File: src/rtl/exp4_unidade_controle_if.sv
// Signal bundle between the game control unit and its surroundings
// (player inputs, datapath strobes/status, game result flags).
`timescale 1ns/1ps
interface exp4_unidade_controle_if;
  logic       iniciar;
  logic       jogada;
  logic       chavesIgualMemoria;
  logic       fimC;
  logic       zeraC;
  logic       contaC;
  logic       zeraR;
  logic       registraR;
  logic       pronto;
  logic       acertou;
  logic       errou;
  logic       timeout;
  logic [3:0] db_estado;

  modport master (
    input  iniciar, jogada, chavesIgualMemoria, fimC,
    output zeraC, contaC, zeraR, registraR, pronto, acertou, errou, timeout, db_estado
  );

  modport slave (
    output iniciar, jogada, chavesIgualMemoria, fimC,
    input  zeraC, contaC, zeraR, registraR, pronto, acertou, errou, timeout, db_estado
  );
endinterface

File: src/rtl/exp4_unidade_controle.sv
// Control unit of the memory game: walks the player through 16 key entries,
// detects button presses by edge and enforces a per-entry timeout.
`timescale 1ns/1ps
module exp4_unidade_controle #(
  parameter int TIMEOUT_CICLOS = 5000
) (
  input logic                      clock,
  input logic                      reset,
  exp4_unidade_controle_if.master  bus
);

  localparam int CW = $clog2(TIMEOUT_CICLOS);
  localparam logic [CW-1:0] CONT_ULTIMO = CW'(TIMEOUT_CICLOS - 1);

  typedef enum logic [3:0] {
    INICIAL     = 4'h0,
    PREPARACAO  = 4'h1,
    ESPERA      = 4'h2,
    REGISTRA    = 4'h4,
    COMPARACAO  = 4'h5,
    PROXIMO     = 4'h6,
    FIM_ACERTOU = 4'hA,
    FIM_TIMEOUT = 4'hD,
    FIM_ERROU   = 4'hE
  } estado_t;

  typedef struct packed {
    logic zera_c;
    logic conta_c;
    logic zera_r;
    logic registra_r;
    logic pronto;
    logic acertou;
    logic errou;
    logic timeout;
  } saidas_t;

  // Moore decode; outputs are registered from the next state so they line up with state_r.
  function automatic saidas_t decodifica(input estado_t e);
    saidas_t s;
    s = '0;
    case (e)
      PREPARACAO:  begin s.zera_c = 1'b1; s.zera_r = 1'b1; end
      REGISTRA:    s.registra_r = 1'b1;
      PROXIMO:     s.conta_c = 1'b1;
      FIM_ACERTOU: begin s.pronto = 1'b1; s.acertou = 1'b1; end
      FIM_ERROU:   begin s.pronto = 1'b1; s.errou = 1'b1; end
      FIM_TIMEOUT: begin s.pronto = 1'b1; s.timeout = 1'b1; end
      default:     s = '0;
    endcase
    return s;
  endfunction

  estado_t       state_r;
  estado_t       next_s;
  saidas_t       saidas_s;
  saidas_t       saidas_r;
  logic [3:0]    db_estado_r;
  logic          jogada_d_r;
  logic          jogada_pulso_s;
  logic [CW-1:0] cont_r;
  logic          cont_fim_s;

  assign jogada_pulso_s = bus.jogada & ~jogada_d_r;
  assign cont_fim_s     = (cont_r == CONT_ULTIMO);

  // Next-state logic; a press beats a timeout expiring in the same cycle.
  always_comb begin
    next_s = state_r;
    case (state_r)
      INICIAL: begin
        if (bus.iniciar) next_s = PREPARACAO;
        else             next_s = INICIAL;
      end
      PREPARACAO: next_s = ESPERA;
      ESPERA: begin
        if (jogada_pulso_s)  next_s = REGISTRA;
        else if (cont_fim_s) next_s = FIM_TIMEOUT;
        else                 next_s = ESPERA;
      end
      REGISTRA: next_s = COMPARACAO;
      COMPARACAO: begin
        if (!bus.chavesIgualMemoria) next_s = FIM_ERROU;
        else if (bus.fimC)           next_s = FIM_ACERTOU;
        else                         next_s = PROXIMO;
      end
      PROXIMO: next_s = ESPERA;
      FIM_ACERTOU, FIM_ERROU, FIM_TIMEOUT: begin
        if (bus.iniciar) next_s = PREPARACAO;
        else             next_s = state_r;
      end
      default: next_s = INICIAL;
    endcase
    saidas_s = decodifica(next_s);
  end

  // State register and registered Moore outputs.
  always_ff @(posedge clock or posedge reset) begin
    if (reset) begin
      state_r     <= INICIAL;
      saidas_r    <= '0;
      db_estado_r <= 4'h0;
    end else begin
      state_r     <= next_s;
      saidas_r    <= saidas_s;
      db_estado_r <= next_s;
    end
  end

  // Button edge detector.
  always_ff @(posedge clock or posedge reset) begin
    if (reset) jogada_d_r <= 1'b0;
    else       jogada_d_r <= bus.jogada;
  end

  // Per-entry timeout counter: fresh window on every entry into ESPERA, saturates at the limit.
  always_ff @(posedge clock or posedge reset) begin
    if (reset) begin
      cont_r <= '0;
    end else if (state_r == ESPERA) begin
      if (!cont_fim_s) cont_r <= cont_r + CW'(1);
      else             cont_r <= cont_r;
    end else begin
      cont_r <= '0;
    end
  end

  assign bus.zeraC     = saidas_r.zera_c;
  assign bus.contaC    = saidas_r.conta_c;
  assign bus.zeraR     = saidas_r.zera_r;
  assign bus.registraR = saidas_r.registra_r;
  assign bus.pronto    = saidas_r.pronto;
  assign bus.acertou   = saidas_r.acertou;
  assign bus.errou     = saidas_r.errou;
  assign bus.timeout   = saidas_r.timeout;
  assign bus.db_estado = db_estado_r;

endmodule

File: src/flat_wrapper.sv
// flat-port wrapper written by rule: the top's interface ports become plain ports
module exp4_unidade_controle_flat 
#(
  parameter int TIMEOUT_CICLOS = 5000
)
  (clock, reset, bus_iniciar, bus_jogada, bus_chavesIgualMemoria, bus_fimC, bus_zeraC, bus_contaC, bus_zeraR, bus_registraR, bus_pronto, bus_acertou, bus_errou, bus_timeout, bus_db_estado);
  exp4_unidade_controle_if bus_i ();
  input logic clock;
  input logic reset;
  input wire logic [$bits(bus_i.iniciar)-1:0] bus_iniciar;
  input wire logic [$bits(bus_i.jogada)-1:0] bus_jogada;
  input wire logic [$bits(bus_i.chavesIgualMemoria)-1:0] bus_chavesIgualMemoria;
  input wire logic [$bits(bus_i.fimC)-1:0] bus_fimC;
  output wire logic [$bits(bus_i.zeraC)-1:0] bus_zeraC;
  output wire logic [$bits(bus_i.contaC)-1:0] bus_contaC;
  output wire logic [$bits(bus_i.zeraR)-1:0] bus_zeraR;
  output wire logic [$bits(bus_i.registraR)-1:0] bus_registraR;
  output wire logic [$bits(bus_i.pronto)-1:0] bus_pronto;
  output wire logic [$bits(bus_i.acertou)-1:0] bus_acertou;
  output wire logic [$bits(bus_i.errou)-1:0] bus_errou;
  output wire logic [$bits(bus_i.timeout)-1:0] bus_timeout;
  output wire logic [$bits(bus_i.db_estado)-1:0] bus_db_estado;
  assign bus_i.iniciar = bus_iniciar;
  assign bus_i.jogada = bus_jogada;
  assign bus_i.chavesIgualMemoria = bus_chavesIgualMemoria;
  assign bus_i.fimC = bus_fimC;
  assign bus_zeraC = bus_i.zeraC;
  assign bus_contaC = bus_i.contaC;
  assign bus_zeraR = bus_i.zeraR;
  assign bus_registraR = bus_i.registraR;
  assign bus_pronto = bus_i.pronto;
  assign bus_acertou = bus_i.acertou;
  assign bus_errou = bus_i.errou;
  assign bus_timeout = bus_i.timeout;
  assign bus_db_estado = bus_i.db_estado;
  exp4_unidade_controle #(.TIMEOUT_CICLOS(TIMEOUT_CICLOS)) u_core (.clock(clock), .reset(reset), .bus(bus_i));
endmodule
File: config.mk
export PLATFORM = sky130hd
export DESIGN_NAME = exp4_unidade_controle_flat
export DESIGN_NICKNAME = d
export VERILOG_FILES = /design/src/rtl/exp4_unidade_controle_if.sv /design/src/rtl/exp4_unidade_controle.sv /design/src/flat_wrapper.sv
export SDC_FILE = /design/constraint.sdc
export NUM_CORES = 1
export LEC_CHECK = 0
export ABC_AREA = 1
export BUFFER_PORTS_ARGS = -buffer_cell sky130_fd_sc_hd__buf_2
export CAP_MARGIN = 20
export CORE_MARGIN = 1.5
export CORE_UTILIZATION = 25
export CTS_CLUSTER_SIZE = 40
export DETAILED_ROUTE_END_ITERATION = 12
export PLACE_DENSITY_LB_ADDON = 0.05
export REMOVE_ABC_BUFFERS = 1
export SLEW_MARGIN = 20
export SYNTH_ARGS = -nofsm -noshare
export SYNTH_HDL_FRONTEND = slang
export SYNTH_SLANG_ARGS = --single-unit
export TNS_END_PERCENT = 10
File: constraint.sdc
create_clock -name clock -period 1.2 [get_ports clock]
set_input_delay 0.24 -clock clock [delete_from_list [all_inputs] [get_ports clock]]
set_output_delay 0.24 -clock clock [all_outputs]
set_load 0.05 [all_outputs]
==> results of run 1 <==
## synthesized netlist by cell type, drive strengths merged
cell type / number / area, um^2
a211oi: 1 / 7.51
a21oi: 8 / 43.8
and2: 1 / 8.76
and3: 1 / 6.26
buf: 3 / 26.3
dfrtp: 25 / 626
ha: 1 / 12.5
inv: 26 / 97.6
mux2i: 1 / 10.0
nand2: 40 / 175
nand3: 14 / 75.1
nand4: 2 / 18.8
nor2: 28 / 125
nor3: 5 / 30.0
o211ai: 1 / 7.51
o21a: 1 / 7.51
o21ai: 6 / 30.0
xor2: 3 / 26.3
## layout make-up
cell class	count	share of cell area
Clock buffer	3	0.0218
Clock inverter	1	0.00396
Inverter	26	0.0515
Multi-Input combinational cell	113	0.353
Sequential cell	25	0.331
Tap cell	70	0.0462
Timing Repair Buffer	51	0.193
## cell families after synthesis
kind of cell	share of synthesized area
AND/OR/NAND/NOR	0.329
buffers and inverters	0.0929
flip-flops	0.469
AO/OA/AOI/OAI	0.0722
XOR/XNOR	0.0197
multiplexers	0.00750
adder cells (fa/ha/maj)	0.00938
## layer usage
metal	track usage	up-vias	part of all wire
li1	-	627	-
met1	0.147	571	0.44
met2	0.216	15	0.53
met3	0.0168	2	0.024
met4	0.0389	0	0.0075
met5	0	-	0
## stage by stage
| step | TNS (ps) | utilization | hold WS [ps] | area, um^2 | instances |
|---|---|---|---|---|---|
| 4_1_cts | -3440 | 0.362 | 7.88 | 1860 | 287 |
| 3_3_place_gp | -3340 | 0.333 | 310 | 1710 | 282 |
| 5_1_grt | -5840 | 0.369 | 11.6 | 1900 | 289 |
| 2_1_floorplan | -7950 | - | 267 | 1310 | 164 |
| 6_report | -3210 | 0.369 | -1.47 | 1900 | 289 |
| 3_5_place_dp | -3660 | 0.333 | 315 | 1710 | 282 |
## state kept, by name, summed over array words and instances, names as in the netlist
| signal | count |
|---|---|
| u_core.bus.timeout | 1 |
| u_core.bus.pronto | 1 |
| u_core.bus.zeraC | 1 |
| u_core.bus.errou | 1 |
| u_core.bus.contaC | 1 |
| u_core.bus.acertou | 1 |
| u_core.state_r | 4 |
| u_core.cont_r | 13 |
| u_core.bus.registraR | 1 |
| u_core.jogada_d_r | 1 |
## worst max-delay path by stage
stage                                      start                              to
floorplan            u_core.state_r[1]$_DFF_PP0_      u_core.bus.zeraC$_DFF_PP0_
global placement    u_core.cont_r[0]$_DFFE_PP0P_   u_core.cont_r[11]$_DFFE_PP0P_
detailed placement  u_core.cont_r[1]$_DFFE_PP0P_  u_core.bus.registraR$_DFF_PP0_
CTS                 u_core.cont_r[1]$_DFFE_PP0P_  u_core.bus.registraR$_DFF_PP0_
global route        u_core.cont_r[0]$_DFFE_PP0P_  u_core.bus.registraR$_DFF_PP0_
finish               u_core.state_r[3]$_DFF_PP0_     u_core.bus.pronto$_DFF_PP0_
## worst max-delay path: cells and delay by family (launching register included)
kind            cells  cell delay [ps]
simple gates        4              580
flops               1              450
buf+inv             2              260
compound gates      1               70
## power by group
| group | total, mW | switching [mW] | internal [mW] |
|---|---|---|---|
| clock | 0.534 | 0.299 | 0.236 |
| sequential | 1.05 | 0.0833 | 0.963 |
| combinational | 1.76 | 1.10 | 0.660 |
## what timing repair did
item                                    4_1_cts  5_1_grt
pin swaps                                     7        5
setup buffers                                 1        2
resized for setup                            27        5
endpoints found under the setup margin       28       28
hold buffers                                  0        0
==> results.json, run 1 <==
{
  "run_status": "complete, but fails checks",
  "violations": "hold timing, setup timing",
  "final_common_cell": "buf_4",
  "worstSetupPathType": "flip-flop to flip-flop",
  "final_nets": 227,
  "worstMarginPinSlew_ps": 333,
  "grt_first_pass_wirelength_mm": 5.58,
  "fillers": 560,
  "worstReg2RegEnd": "u_core.bus.pronto$_DFF_PP0_",
  "critPathMaxStageDelay_ps": 450,
  "io-pin-count": 18,
  "holdWs_ps": -1.47,
  "yosysSeqAreaShare": 0.469,
  "grt_pass1_vias": 1235,
  "layout-drive-gt1-share": 0.447,
  "grt_max_degree": 26,
  "peakVddDrop_v": 0.000571,
  "grt_use_total": 0.120,
  "wl_mm": 3.32,
  "max_freq_ghz": 0.711,
  "fp-row-count": 26,
  "area_delta_synth_final_pct": 42.1,
  "synth_seq_cells": 25,
  "p_leak_nw": 0.940,
  "worst_setup_path_start_kind": "flip-flop",
  "antenna_cells": 0,
  "vias": 1215,
  "setup_viol": 26,
  "multi_input_area_um2": 669,
  "die_h_um": 76.0,
  "dp_hpwl_mm": 2.56,
  "rsz0062_at_grt": "true",
  "worst_slack_ps": -206,
  "dp_slack_ps": -221,
  "cts_tree": "built",
  "ant_nets": 0,
  "syn_area_mm2": 0.00133,
  "crit_path_max_fanout": 5,
  "start_util": 0.259,
  "fin_crit_sh": 1.17,
  "viasPerCell": 4.20,
  "dieArea_mm2": 0.00578,
  "drc": 0,
  "power_per_cell_area_mw_per_mm2": 1760,
  "clkSinkCount": 25,
  "antenna_found_initial": 0,
  "syn_avg_cell_area_um2": 7.99,
  "numCtsBuffers": 3,
  "cpMaxStageDelayCell": "dfrtp_1",
  "ys_warn_count": 0,
  "reg2reg_slack_ps": -210,
  "hold_viol_final": 2,
  "arrival_ps": 1630,
  "maxSlewHeadroom": 0.778,
  "clk_latency_ps": 270,
  "required_ps": 1420,
  "grt-ovfl-total": 0,
  "die_w_um": 76.0,
  "power_mw": 3.35,
  "coreArea_mm2": 0.00514,
  "portBuffers": 17,
  "path_clk_slew_ps": 100,
  "endpoint_kind": "flip-flop",
  "h-tree-depth": 1,
  "slew_violations": 0,
  "skew_ps": 4.10,
  "place_congestion": 0.753,
  "regArea_um2": 627,
  "wire_per_inst_um": 11.5,
  "reg2reg_from": "u_core.state_r[3]$_DFF_PP0_",
  "drt-initial-drc-count": 28,
  "ctsRootBufferMaster": "clkbuf_8",
  "cts_max_path_buffers": 2,
  "syn_inst": 167,
  "cp_cell_sequence": "nor2_1, nand2_1, nor2_1, a21oi_4, buf_4, buf_4, nand2_1",
  "final_cell_mix": "buf_4, nand2_1, dfrtp_1",
  "rr_worst_depth": 7,
  "hold_path.class": "primary input to async pin",
  "firstDrtPassIters": 4,
  "ys_types": 29,
  "drv_cap": 0,
  "period_needed_ps": 1410
}
(Power assumes the default switching activity.)
==> run 2: changes to the inputs <==
--- a/config.mk
+++ b/config.mk
@@ -14,6 +14,7 @@
 export DETAILED_ROUTE_END_ITERATION = 12
 export PLACE_DENSITY_LB_ADDON = 0.05
 export REMOVE_ABC_BUFFERS = 1
+export SETUP_SLACK_MARGIN = 0.3
 export SLEW_MARGIN = 20
 export SYNTH_ARGS = -nofsm -noshare
 export SYNTH_HDL_FRONTEND = slang
==> results.json, run 2 (synthesis results as in run 1) <==
{
  "viasPerCell": 4.22,
  "grt-ovfl-total": 0,
  "cts_max_path_buffers": 2,
  "setup_viol": 26,
  "dieArea_mm2": 0.00578,
  "numCtsBuffers": 3,
  "final_nets": 227,
  "endpoint_kind": "flip-flop",
  "firstDrtPassIters": 4,
  "die_h_um": 76.0,
  "top_register": "u_core.cont_r",
  "vias": 1219,
  "fin_crit_sh": 1.17,
  "clk_latency_ps": 270,
  "arrival_ps": 1630,
  "start_util": 0.259,
  "io-pin-count": 18,
  "antenna_found_initial": 0,
  "period_needed_ps": 1410,
  "clkSinkCount": 25,
  "grt_pass1_vias": 1241,
  "grt_max_degree": 26,
  "peakVddDrop_v": 0.000571,
  "coreArea_mm2": 0.00514,
  "required_ps": 1420,
  "portBuffers": 17,
  "max_freq_ghz": 0.711,
  "worstMarginPinSlew_ps": 332,
  "fp-row-count": 26,
  "reg_top3": "u_core.cont_r x13, u_core.state_r x4",
  "drv_cap": 0,
  "holdBufCountCts": 0,
  "ctsRootBufferMaster": "clkbuf_8",
  "p_leak_nw": 0.947,
  "hold_path.class": "primary input to async pin",
  "worst_slack_ps": -206,
  "path_clk_slew_ps": 100,
  "skew_ps": 4.31,
  "layout-drive-gt1-share": 0.447,
  "worst_setup_path_start_kind": "flip-flop",
  "run_status": "complete, but fails checks",
  "cts_tree": "built",
  "grt_use_total": 0.120,
  "die_w_um": 76.0,
  "rsz0062_at_grt": "true",
  "antenna_cells": 0,
  "power_per_cell_area_mw_per_mm2": 1760,
  "maxSlewHeadroom": 0.778,
  "slew_violations": 0,
  "crit_path_max_fanout": 5,
  "final_common_cell": "buf_4",
  "final.setup.tns_ps": -3210,
  "wire_per_inst_um": 11.5,
  "place_congestion": 0.753,
  "largest_register_ffs": 13,
  "dp_hpwl_mm": 2.56,
  "wl_mm": 3.33,
  "h-tree-depth": 1,
  "dp_slack_ps": -221,
  "holdWs_ps": -1.90,
  "grt_first_pass_wirelength_mm": 5.57,
  "drt-initial-drc-count": 29,
  "worstSetupPathType": "flip-flop to flip-flop",
  "ant_nets": 0,
  "violations": "hold timing, setup timing",
  "hold_viol_final": 2,
  "area_delta_synth_final_pct": 45.9,
  "drc": 0,
  "final_cell_mix": "buf_4, nand2_1, dfrtp_1"
}
run 2: cell types whose count changed in the layout (fill, tap and decap cells not counted):
cell / change
buf_2: -8
buf_6: +8
run 2: layout make-up:
class	instances	area, um^2
clock inverter	1	7.51
tap	70	87.6
multi-input combinational	113	669
inverter	26	97.6
clock buffer	3	41.3
fill	553	3190
timing repair buffer	51	415
sequential	25	627
run 2: path summary, 6_finish.rpt:
path | to | start | slack (ps) | cells after the start
hold / removal | u_core.cont_r[9]$_DFFE_PP0P_ | reset | -2 | 3
setup reg to reg | u_core.bus.pronto$_DFF_PP0_ | u_core.state_r[3]$_DFF_PP0_ | -210 | 7
setup / recovery | u_core.bus.pronto$_DFF_PP0_ | u_core.state_r[3]$_DFF_PP0_ | -210 | 7
hold reg to reg | u_core.cont_r[9]$_DFFE_PP0P_ | u_core.cont_r[9]$_DFFE_PP0P_ | 580 | 2
min in group clock | u_core.jogada_d_r$_DFF_PP0_ | bus_jogada | 80 | 1
max in group asynchronous | u_core.state_r[1]$_DFF_PP0_ | reset | 930 | 3
run 2: where the power goes:
group	internal [mW]	switching (mW)
sequential	0.964	0.0970
combinational	0.725	1.10
clock	0.236	0.299
run 2: metrics by stage:
stage / total power [mW] / hold WS [ps] / cell area [um^2] / cells / utilization
final: 3.43 / -1.90 / 1950 / 289 / 0.379
after global placement: 2.60 / 310 / 1710 / 282 / 0.333
after detailed placement: 2.61 / 315 / 1710 / 282 / 0.333
after floorplan: 2.00 / 267 / 1310 / 164 / -
after global routing: 3.65 / 11.6 / 1950 / 289 / 0.379
after CTS: 3.39 / 7.88 / 1910 / 287 / 0.372
run 2: timing repair:
item,CTS,global route
pin swaps,7,5
gates cloned,0,0
buffers inserted,1,2
endpoints found under the setup margin,36,36
gates resized for setup,43,5
run 2: routing by layer:
metal / vias to the layer above / global-route usage / part of all wire
li1: 627 / - / -
met1: 575 / 0.147 / 0.44
met2: 15 / 0.216 / 0.53
met3: 2 / 0.0168 / 0.024
met4: 0 / 0.0389 / 0.0075
met5: - / 0 / 0
run 2: worst max-delay path: stages (launching register included):
cell	delay, ps
dfrtp_1	450
nor2_1	250
nand2_1	80
nor2_1	200
a21oi_4	70
buf_4	140
buf_4	120
nand2_1	50
